<file path="config.mk">
export PLATFORM = sky130hd
export DESIGN_NAME = alu_rb_sequencer
export DESIGN_NICKNAME = d
export VERILOG_FILES = /design/src/rtl/alu_rb_sequencer.sv
export SDC_FILE = /design/constraint.sdc
export NUM_CORES = 1
export LEC_CHECK = 0
export ABC_AREA = 0
export CORE_ASPECT_RATIO = 1.25
export CORE_MARGIN = 1
export CORE_UTILIZATION = 40
export DETAILED_ROUTE_END_ITERATION = 6
export GPL_ROUTABILITY_DRIVEN = 0
export HOLD_SLACK_MARGIN = 0.12
export PLACE_DENSITY_LB_ADDON = 0.08
export SYNTH_ARGS = -nofsm -noshare
export SYNTH_HDL_FRONTEND = slang
export SYNTH_SLANG_ARGS = --single-unit
</file>
<file path="constraint.sdc">
create_clock -name clock -period 1.6 [get_ports clock]
set_input_delay 0.24 -clock clock [delete_from_list [all_inputs] [get_ports clock]]
set_output_delay 0.24 -clock clock [all_outputs]
set_load 0.01 [all_outputs]
</file>
<file path="src/rtl/alu_rb_sequencer.sv">
// Issue-side sequencer driving reg_bank read/write controls and the ALUX start/done handshake.
// Optional ALU wait watchdog enabled by defining ALU_TIMEOUT_EN.
module alu_rb_sequencer #(
  parameter int DATA_W      = 64,
  parameter int SEL_W       = 4,
  parameter int READ_LAT    = 1,
  parameter int TIMEOUT_CYC = 256
) (
  input  logic              clock,
  input  logic              reset,
  input  logic              instr_valid,
  output logic              instr_ready,
  input  logic [3:0]        instr_opr,
  input  logic [SEL_W-1:0]  instr_srcA,
  input  logic [SEL_W-1:0]  instr_srcB,
  input  logic [SEL_W-1:0]  instr_dst,
  input  logic [1:0]        instr_endw,
  input  logic              instr_cnstA,
  input  logic              instr_cnstB,
  output logic [SEL_W-1:0]  seloutA,
  output logic [SEL_W-1:0]  seloutB,
  output logic              enrregA,
  output logic              enrregB,
  output logic              cnstA,
  output logic              cnstB,
  output logic              regwen,
  output logic [SEL_W-1:0]  selwreg,
  output logic [1:0]        endwreg,
  output logic [DATA_W-1:0] inA,
  output logic [3:0]        opr,
  output logic              start,
  input  logic              done,
  input  logic [DATA_W-1:0] outAB,
  output logic              seq_done,
  output logic              seq_err,
  output logic              busy
);

  typedef enum logic [2:0] {
    ST_IDLE  = 3'd0,
    ST_READ  = 3'd1,
    ST_START = 3'd2,
    ST_WAIT  = 3'd3,
    ST_WRITE = 3'd4,
    ST_RESP  = 3'd5
  } state_t;

  localparam logic [1:0] READ_LAST = 2'(READ_LAT - 1);

  state_t             state_r, nextState_s;
  logic               accept_s;
  logic [1:0]         readCnt_r;
  logic [3:0]         opr_r;
  logic [SEL_W-1:0]   srcA_r, srcB_r, dst_r;
  logic [1:0]         endw_r;
  logic               cnstA_r, cnstB_r;
  logic [3:0]         oprNxt_s;
  logic [SEL_W-1:0]   srcANxt_s, srcBNxt_s;
  logic               cnstANxt_s, cnstBNxt_s;

  logic               instrReady_s, enrreg_s, cnstA_s, cnstB_s, regwen_s, start_s;
  logic               seqDone_s, seqErr_s, busy_s;
  logic [SEL_W-1:0]   seloutA_s, seloutB_s, selwreg_s;
  logic [1:0]         endwreg_s;
  logic [3:0]         opr_s;

  assign accept_s = (state_r == ST_IDLE) && instr_valid;

`ifdef ALU_TIMEOUT_EN
  localparam int TO_W = $clog2(TIMEOUT_CYC + 1);
  localparam logic [TO_W-1:0] TO_LAST = TO_W'(TIMEOUT_CYC - 1);
  logic [TO_W-1:0] waitCnt_r;

  // Watchdog: counts WAIT cycles, cleared while START precedes each WAIT
  always_ff @(posedge clock or negedge reset) begin
    if (!reset) begin
      waitCnt_r <= '0;
    end else if (state_r == ST_WAIT) begin
      waitCnt_r <= waitCnt_r + TO_W'(1);
    end else begin
      waitCnt_r <= '0;
    end
  end
`endif

  // State register
  always_ff @(posedge clock or negedge reset) begin
    if (!reset) begin
      state_r <= ST_IDLE;
    end else begin
      state_r <= nextState_s;
    end
  end

  // Next-state decode
  always_comb begin
    nextState_s = state_r;
    case (state_r)
      ST_IDLE:  if (instr_valid) nextState_s = ST_READ; else nextState_s = ST_IDLE;
      ST_READ:  if (readCnt_r == 2'd0) nextState_s = ST_START; else nextState_s = ST_READ;
      ST_START: nextState_s = ST_WAIT;
      ST_WAIT: begin
        if (done) begin
          nextState_s = ST_WRITE;
`ifdef ALU_TIMEOUT_EN
        end else if (waitCnt_r == TO_LAST) begin
          nextState_s = ST_RESP;
`endif
        end else begin
          nextState_s = ST_WAIT;
        end
      end
      ST_WRITE: nextState_s = ST_RESP;
      ST_RESP:  nextState_s = ST_IDLE;
      default:  nextState_s = ST_IDLE;
    endcase
  end

  // Instruction field latch and READ latency down-counter
  always_ff @(posedge clock or negedge reset) begin
    if (!reset) begin
      opr_r     <= 4'd0;
      srcA_r    <= '0;
      srcB_r    <= '0;
      dst_r     <= '0;
      endw_r    <= 2'd0;
      cnstA_r   <= 1'b0;
      cnstB_r   <= 1'b0;
      readCnt_r <= 2'd0;
    end else if (accept_s) begin
      opr_r     <= instr_opr;
      srcA_r    <= instr_srcA;
      srcB_r    <= instr_srcB;
      dst_r     <= instr_dst;
      endw_r    <= instr_endw;
      cnstA_r   <= instr_cnstA;
      cnstB_r   <= instr_cnstB;
      readCnt_r <= READ_LAST;
    end else if ((state_r == ST_READ) && (readCnt_r != 2'd0)) begin
      readCnt_r <= readCnt_r - 2'd1;
    end
  end

  // Fields as they will be after this edge, so the registered outputs line up with the state
  always_comb begin
    if (accept_s) begin
      oprNxt_s   = instr_opr;
      srcANxt_s  = instr_srcA;
      srcBNxt_s  = instr_srcB;
      cnstANxt_s = instr_cnstA;
      cnstBNxt_s = instr_cnstB;
    end else begin
      oprNxt_s   = opr_r;
      srcANxt_s  = srcA_r;
      srcBNxt_s  = srcB_r;
      cnstANxt_s = cnstA_r;
      cnstBNxt_s = cnstB_r;
    end
  end

  // Output decode from the upcoming state
  always_comb begin
    instrReady_s = 1'b0;
    enrreg_s     = 1'b0;
    seloutA_s    = '0;
    seloutB_s    = '0;
    cnstA_s      = 1'b0;
    cnstB_s      = 1'b0;
    opr_s        = 4'd0;
    start_s      = 1'b0;
    regwen_s     = 1'b0;
    selwreg_s    = '0;
    endwreg_s    = 2'd0;
    seqDone_s    = 1'b0;
    seqErr_s     = 1'b0;
    case (nextState_s)
      ST_IDLE: instrReady_s = 1'b1;
      ST_READ, ST_START, ST_WAIT: begin
        enrreg_s  = 1'b1;
        seloutA_s = srcANxt_s;
        seloutB_s = srcBNxt_s;
        cnstA_s   = cnstANxt_s;
        cnstB_s   = cnstBNxt_s;
        opr_s     = oprNxt_s;
        start_s   = (nextState_s == ST_START);
      end
      ST_WRITE: begin
        regwen_s  = 1'b1;
        selwreg_s = dst_r;
        endwreg_s = endw_r;
      end
      ST_RESP: begin
        seqDone_s = (state_r == ST_WRITE);
`ifdef ALU_TIMEOUT_EN
        seqErr_s  = (state_r == ST_WAIT);
`else
        seqErr_s  = 1'b0;
`endif
      end
      default: instrReady_s = 1'b0;
    endcase
    busy_s = (nextState_s != ST_IDLE);
  end

  // Registered outputs; an async reset drops any pending write or start
  always_ff @(posedge clock or negedge reset) begin
    if (!reset) begin
      instr_ready <= 1'b0;
      enrregA     <= 1'b0;
      enrregB     <= 1'b0;
      seloutA     <= '0;
      seloutB     <= '0;
      cnstA       <= 1'b0;
      cnstB       <= 1'b0;
      opr         <= 4'd0;
      start       <= 1'b0;
      regwen      <= 1'b0;
      selwreg     <= '0;
      endwreg     <= 2'd0;
      seq_done    <= 1'b0;
      seq_err     <= 1'b0;
      busy        <= 1'b0;
    end else begin
      instr_ready <= instrReady_s;
      enrregA     <= enrreg_s;
      enrregB     <= enrreg_s;
      seloutA     <= seloutA_s;
      seloutB     <= seloutB_s;
      cnstA       <= cnstA_s;
      cnstB       <= cnstB_s;
      opr         <= opr_s;
      start       <= start_s;
      regwen      <= regwen_s;
      selwreg     <= selwreg_s;
      endwreg     <= endwreg_s;
      seq_done    <= seqDone_s;
      seq_err     <= seqErr_s;
      busy        <= busy_s;
    end
  end

  // Result capture: done is honoured only while waiting
  always_ff @(posedge clock or negedge reset) begin
    if (!reset) begin
      inA <= '0;
    end else if ((state_r == ST_WAIT) && done) begin
      inA <= outAB;
    end
  end

endmodule

</file>
# Word level (Yosys, flattened, before mapping)
# Index checks and enable logic that the tools add are counted.
[classes]
n_addsub = 1
n_mul = 0
div = 0
magnitude_cmp = 0
n_eq_ne = 9
shift = 0
muxes = 23
bitwise_logic = 0
n_reduce_logical = 10
[ops]
columns = ["operator", "n"]
rows = [
  ["two-way mux 4 bit", 7],
  ["one-hot mux 3 bit (5 select lines)", 1],
  ["== test 3 x 2 -> 1 bit, second input constant", 4],
  ["two-way mux 1 bit", 10],
  ["== test 3 bit, second input constant", 3],
  ["two-way mux 2 bit", 4],
  ["== test 3 x 1 -> 1 bit, second input constant", 2],
  ["zero test 3 bit", 2],
  ["nonzero test 2 bit", 2],
  ["logical AND 1 bit", 3],
  ["two-way mux 3 bit", 1],
  ["nonzero test 3 bit", 1],
  ["OR reduction 3 bit", 1],
  ["zero test 2 bit", 1],
  ["subtractor 2 x 1 -> 2 bit, second input constant", 1],
]
[word_totals]
reg_bits = 115
latch_bits = 0
ram_bits = 0
rom_bits = 0
inputBits = 88
out_inout_bits = 92
elab_cells = 66
n_memories = 0

# Depth between registers and ports, before layout
# Gate-level depths: netlist of run 1.
[logic_depth]
word_depth = 6
mapped_depth = 6
depth_no_buf = 5

# Worst setup path after synthesis of run 1
# No wires, ideal clock.
[synth_path]
path_type = "register to register"
startpoint = "register state_r[1]"
endpoint = "register cnstA"
setup_ns = 0.118
t_arrival_ns = 1.432
required_time_ns = 1.482
path_slack_ns = 0.049
stages_incl_launch_ff = 6
path_buffers = 2
period_less_slack_ns = 1.551
path_cell_list = "dfrtp_1 buf_6 nor4b_4 buf_6 mux2_4 and2b_1"
[synth_lines]
columns = ["item", "line_no", "source"]
rows = [
  ["from (decl)", "50", "state_t state_r, nextState_s;"],
  ["from (signal assigned)", "91", "state_r <= nextState_s;"],
  ["zero test 3 bit", "67", "assign accept_s = (state_r == ST_IDLE) && instr_valid;"],
  ["logical AND 1 bit", "67", ""],
  ["two-way mux 1 bit", "-", ""],
  ["named net cnstANxt_s", "59", "logic cnstANxt_s, cnstBNxt_s;"],
  ["two-way mux 1 bit", "176", "case (nextState_s)"],
  ["named net cnstA_s", "61", "logic instrReady_s, enrreg_s, cnstA_s, cnstB_s, regwen_s, start_s;"],
  ["to (signal assigned)", "229", "cnstA <= cnstA_s;"],
  ["to (decl)", "24", "output logic cnstA,"],
]
# The timed path passes the listed nets, and every way through them passes these cells.
# A chain may end at the register's enable or synchronous reset.

# Worst setup path in the final report of run 1
[layout_path]
startpoint = "register state_r[1]"
endpoint = "register opr[0]"
[layout_lines]
columns = ["item", "line_no", "source"]
rows = [
  ["zero test 3 bit", "67", ""],
  ["logical AND 1 bit", "67", ""],
  ["two-way mux 4 bit", "-", ""],
  ["named net oprNxt_s[0]", "57", "logic [3:0] oprNxt_s;"],
  ["two-way mux 4 bit", "176", ""],
  ["named net opr_s[0]", "65", "logic [3:0] opr_s;"],
  ["to (signal assigned)", "231", "opr <= opr_s;"],
  ["to (decl)", "30", "output logic [3:0] opr,"],
]
# The timed path passes the listed nets, and every way through them passes these cells.

==> impl_metrics.ini, run 1 <==
[status]
status = completed

[placed_design]
dp_cells = 583
portBuffers = 178
dp_hpwl_mm = 6.96

[layout]
final_common_cell = clkdlybuf4s50_1
seq_area_um2 = 2880
fin_util = 0.645
final_cells = 626
drive_above_1_share = 0.314
area_delta_synth_final_pct = 57.2
fin_nets = 564
diodes = 0
multiInputGateArea_um2 = 1640
nFillCells = 879
layout_common_cells = clkdlybuf4s50_1, dfrtp_1, mux2_4, clkbuf_16, buf_4

[setup_path]
reg2reg_from = state_r[1]$_DFF_PN0_
r2r_cells = 5
crit_end = opr[0]$_DFF_PN0_
cp-startpoint = state_r[1]$_DFF_PN0_
crit_type = reg -> reg
reg2reg_to = opr[0]$_DFF_PN0_
critical_path_required_ns = 1.89
rrSetupSlack_ns = 0.0004
path_max_fanout = 7
crit_arrival_ns = 1.89
worstSetupStartpointType = flip-flop
worstSetupEndpointType = flip-flop

[floorplanning]
pin_count = 180
dieArea_um2 = 12300
die_y_um = 124
dieWidth_um = 99.4
core_um2 = 11600
start_util = 0.410
rows = 44

[sta]
period_minus_slack_ns = 1.60
rsz0062_at_grt = yes
setup_viol = 0
holdWs_ns = 0.424
max_freq_mhz = 625
finClkSkew_ns = 0.00692
hold_viol = 0
layout_worst_path_cycle_share = 1.00
worstMarginPinSlew_ns = 0.637
relSlewSlack = 0.576
slew_viol_final = 0

[pwr]
p_per_area_nw_per_um2 = 2110
peakVddDrop_v = 0.00105
leakage_uw = 0.00342
power.total_uw = 15800

[clock_network]
cts-root-buf = clkbuf_16
clk_latency_ns = 0.40
path_clk_slew_ns = 0.05
cts_htree_levels = 4
cts_buffer_depth = 2
clock-sinks = 115
cts_buffers = 17
cts_tree = built

[logic_synthesis]
synth.net_count = 358
synth_cells = 269
synth_area_um2 = 4750
avgSynthCellArea_um2 = 17.6
ys_warn_count = 0
ys_ff_latch = 115
synth.distinct_cells = 27
seq_area_frac_synth = 0.606

[global_route]
grt_use_met1 = 0.218
antenna_found_initial = 0
overflow = 0
busiest_layer = met2
grtUsageMet3 = 0.0617
grt_pass1_wl_mm = 15.8
grt_pass1_vias = 2982
grt_start_max_net_pins = 116
grt_use_total = 0.174
grt_use_met2 = 0.279

[route]
firstDrtPassIters = 4
drc = 0
ant_nets = 0
drt_iter0_drc = 79
wire_per_inst_um = 17.1
vias = 2906
routed_wl_mm = 10.7
vias_per_cell = 4.64

[run]
maxCapViolations = 0

[hold_path]
hp-class = in -> async
how the worst min path moves through the flow:
stage                  start                     to  slack (ns)  depth (start not counted)
2_1_floorplan          reset         busy$_DFF_PN0_       -0.06                          0
3_3_place_gp           reset    inA[40]$_DFFE_PN0P_        0.38                          2
3_5_place_dp           reset    inA[37]$_DFFE_PN0P_        0.38                          2
4_1_cts        instr_endw[1]  endw_r[1]$_DFFE_PN0N_        0.43                          2
5_1_grt            outAB[61]    inA[61]$_DFFE_PN0P_        0.44                          2
6_report               reset    inA[39]$_DFFE_PN0P_        0.42                          3
worst max-delay path, cell delays in order (launching register included):
cell     delay, ns
dfrtp_1       0.41
nor4b_4       0.28
buf_4         0.19
buf_6         0.15
mux2_4        0.31
nor2b_2       0.15
metrics by stage:
step	cell area (um^2)	worst slack [ns]	setup TNS, ns
after detailed placement	6640	-0.283	-22.37
after global placement	6640	-0.265	-20.67
final	7460	0.000432	0
after global routing	7460	-0.0627	-0.593
after CTS	7310	0.00501	0
after floorplan	4750	0.0493	0
state kept, by name (all words and copies together) (netlist names), 2 cells and up:
name       cells
srcB_r         4
readCnt_r      2
endwreg        2
state_r        3
seloutB        4
srcA_r         4
selwreg        4
seloutA        4
opr            4
endw_r         2
inA           64
dst_r          4
opr_r          4
cell usage after synthesis, drive strengths merged:
cell | number | area [um^2]
conb | 1 | 3.75
nand2 | 3 | 11.3
nor4 | 1 | 6.26
buf | 16 | 230
mux2 | 84 | 1230
ha | 1 | 12.5
dfrtp | 115 | 2880
and3 | 1 | 11.3
a21o | 2 | 15.0
a22o | 3 | 26.3
or3 | 2 | 17.5
nor3 | 3 | 15.0
nor2b | 11 | 124
o21ai | 1 | 5.00
and2 | 7 | 43.8
nor2 | 4 | 15.0
and2b | 5 | 37.5
a21oi | 3 | 15.0
inv | 3 | 11.3
or2 | 2 | 12.5
nor4b | 1 | 23.8
final cells by class:
class | instances | share of cell area
inverter | 3 | 0.00151
clock buffer | 22 | 0.0622
timing repair buffer | 203 | 0.287
sequential | 115 | 0.386
multi-input combinational | 135 | 0.220
tap | 138 | 0.0231
clock inverter | 10 | 0.0208
where the power goes:
| part | switching [uW] | leakage (uW) | internal, uW |
|---|---|---|---|
| clock | 1260 | 0.000300 | 2670 |
| sequential | 658 | 0.00139 | 4300 |
| combinational | 2340 | 0.00173 | 4540 |
kinds of logic after synthesis:
group           count (synthesis)  synth area share
mux                            84             0.259
buf+inv                        19            0.0509
fa+ha+maj                       1           0.00264
simple gates                   40            0.0670
compound gates                  9            0.0129
flops                         115             0.606
other cells                     1          0.000790
routing by layer:
layer,up-vias,wire length [um]
met5,-,0
li1,1337,-
met1,1453,4550
met4,0,130
met2,103,5320
met3,13,668
timing repair:
action | in CTS | in global routing
endpoints found under the setup margin | 24 | 50
cloned | 1 | 3
hold buffers | 1 | 0
hold endpoints to repair | 115 | 0
gates resized for setup | 1 | 15
setup buffers | 3 | 3
pin swaps | 0 | 2
Note: power is estimated with default switching activity, not from simulation.
==> inputs of run 2 (changes only) <==
--- a/config.mk
+++ b/config.mk
@@ -9,10 +9,11 @@
 export CORE_ASPECT_RATIO = 1.25
 export CORE_MARGIN = 1
 export CORE_UTILIZATION = 40
+export CTS_CLUSTER_DIAMETER = 40
 export DETAILED_ROUTE_END_ITERATION = 6
 export GPL_ROUTABILITY_DRIVEN = 0
 export HOLD_SLACK_MARGIN = 0.12
-export PLACE_DENSITY_LB_ADDON = 0.08
+export PLACE_DENSITY_LB_ADDON = 0.15
 export SYNTH_ARGS = -nofsm -noshare
 export SYNTH_HDL_FRONTEND = slang
 export SYNTH_SLANG_ARGS = --single-unit
==> run 2 against run 1 <==
  * Final area grew 1.3%
  * Register-to-register slack gained 0.02 ns
  * Die area is the same
  * Clock-buffer cell count shrank 3
  * Sequential power is essentially flat
  * Via count grew 3.6%
  * Hold slack lost 0.12 ns
  * Largest cell class unchanged
==> impl_metrics.ini, run 2 (synthesis results as in run 1) <==
[clock_network]
cts_buffers = 17
cts_htree_levels = 4
cts_buffer_depth = 2
cts_tree = built
clk_latency_ns = 0.40
path_clk_slew_ns = 0.06
cts-root-buf = clkbuf_16
clock-sinks = 115

[setup_path]
cp-startpoint = state_r[0]$_DFF_PN0_
crit_arrival_ns = 1.88
rrSetupSlack_ns = 0.02
path_max_fanout = 8
worstSetupStartpointType = flip-flop
crit_type = reg -> reg
reg2reg_from = state_r[0]$_DFF_PN0_
worstSetupEndpointType = flip-flop
critical_path_required_ns = 1.90
reg2reg_to = seloutB[1]$_DFF_PN0_
r2r_cells = 5

[sta]
setup_tns_ns = 0
setup_viol = 0
slew_viol_final = 0
finClkSkew_ns = 0.00738
rsz0062_at_grt = yes
hold_viol = 0
layout_worst_path_cycle_share = 0.989
period_minus_slack_ns = 1.58
max_freq_mhz = 632

[floorplanning]
die_y_um = 124
start_util = 0.410
dieArea_um2 = 12300
dieWidth_um = 99.4
rows = 44
pin_count = 180
core_um2 = 11600

[placed_design]
dp_hpwl_mm = 7.46
portBuffers = 178
dp_cells = 596

[pwr]
p_comb_frac = 0.450
p_per_area_nw_per_um2 = 2100
leakage_uw = 0.00345
peakVddDrop_v = 0.000945
p_sw_uw = 4380
internal_power_uw = 11500
p_sw_frac = 0.276
pwr-share-seq = 0.314
p_clk_frac = 0.236

[layout]
final_common_cell = clkdlybuf4s50_1
top_register = inA
largest_reg_flops = 64
final_cells = 641
fin_nets = 579
diodes = 0
area_delta_synth_final_pct = 59.2
layout_common_cells = clkdlybuf4s50_1, dfrtp_1, mux2_4, buf_4, clkbuf_16
drive_above_1_share = 0.340

[route]
firstDrtPassIters = 4
wl_met1_mm = 4.58
routed_wl_mm = 10.7
vias = 3011
drt_iter0_drc = 57
wire_per_inst_um = 16.7
routed-wl-met2_mm = 5.43
top_layer = met4
drc = 0
vias_per_cell = 4.70
ant_nets = 0
wl_met3_um = 537

[run]
maxCapViolations = 0

[hold_path]
hp-class = in -> async

[global_route]
grt_use_total = 0.177
grt_pass1_wl_mm = 16.3
grt_pass1_vias = 3111
grt_start_max_net_pins = 41
antenna_found_initial = 0
overflow = 0

[status]
status = completed
-- run 2: layout make-up --
cell class	instances	area, um^2
Tap cell	138	173
Fill cell	837	4000
Clock inverter	13	161
Multi-Input combinational cell	135	1660
Timing Repair Buffer	218	2240
Sequential cell	115	2880
Clock buffer	19	433
Inverter	3	11.3
-- run 2: how the worst max path moves through the flow --
stage,endpoint,depth (start not counted)
2_1_floorplan,cnstA$_DFF_PN0_,5
3_3_place_gp,inA[42]$_DFFE_PN0P_,5
3_5_place_dp,inA[45]$_DFFE_PN0P_,5
4_1_cts,seloutA[3]$_DFF_PN0_,4
5_1_grt,seloutB[2]$_DFF_PN0_,5
6_report,seloutB[1]$_DFF_PN0_,5
-- run 2: power groups by stage --
stage          Sequential (uW)  Clock (uW)  Combinational [uW]
6_report                  4980        3750                7130
2_1_floorplan             5410           0                3290
3_5_place_dp              5010           0                6680
4_1_cts                   5000        3840                6820
5_1_grt                   5130        3970                7550
3_3_place_gp              4980           0                6590
-- run 2: per-stage QoR --
step / setup WS (ns) / util / hold WS [ns] / instance area [um^2] / total power (uW)
2_1_floorplan: 0.0493 / - / -0.0556 / 4750 / 8710
3_3_place_gp: -0.256 / 0.585 / 0.177 / 6760 / 11600
3_5_place_dp: -0.307 / 0.585 / 0.180 / 6760 / 11700
4_1_cts: -0.0249 / 0.639 / 0.307 / 7390 / 15700
5_1_grt: -0.0253 / 0.654 / 0.325 / 7560 / 16700
6_report: 0.0174 / 0.654 / 0.307 / 7560 / 15900
-- run 2: routing by layer --
| layer | global-route usage | vias up |
|---|---|---|
| met5 | 0 | - |
| met4 | 0.0754 | 0 |
| met3 | 0.0511 | 15 |
| met2 | 0.288 | 111 |
| met1 | 0.223 | 1522 |
| li1 | - | 1363 |
-- run 2: critical path: stages, from the launching register on --
cell and delay, ns:
dfrtp_2 0.45, nor4b_4 0.27, buf_6 0.16, clkbuf_16 0.17
mux2_4 0.31, nor2b_4 0.12
-- run 2: repair_timing --
action                                 CTS  global route
endpoints found under the hold margin   93             0
setup endpoints to repair               68            39
setup buffers                            0            10
gates resized for setup                  7            10
pin swaps                                0             2
hold buffers                             1             0
cloned                                   0             2
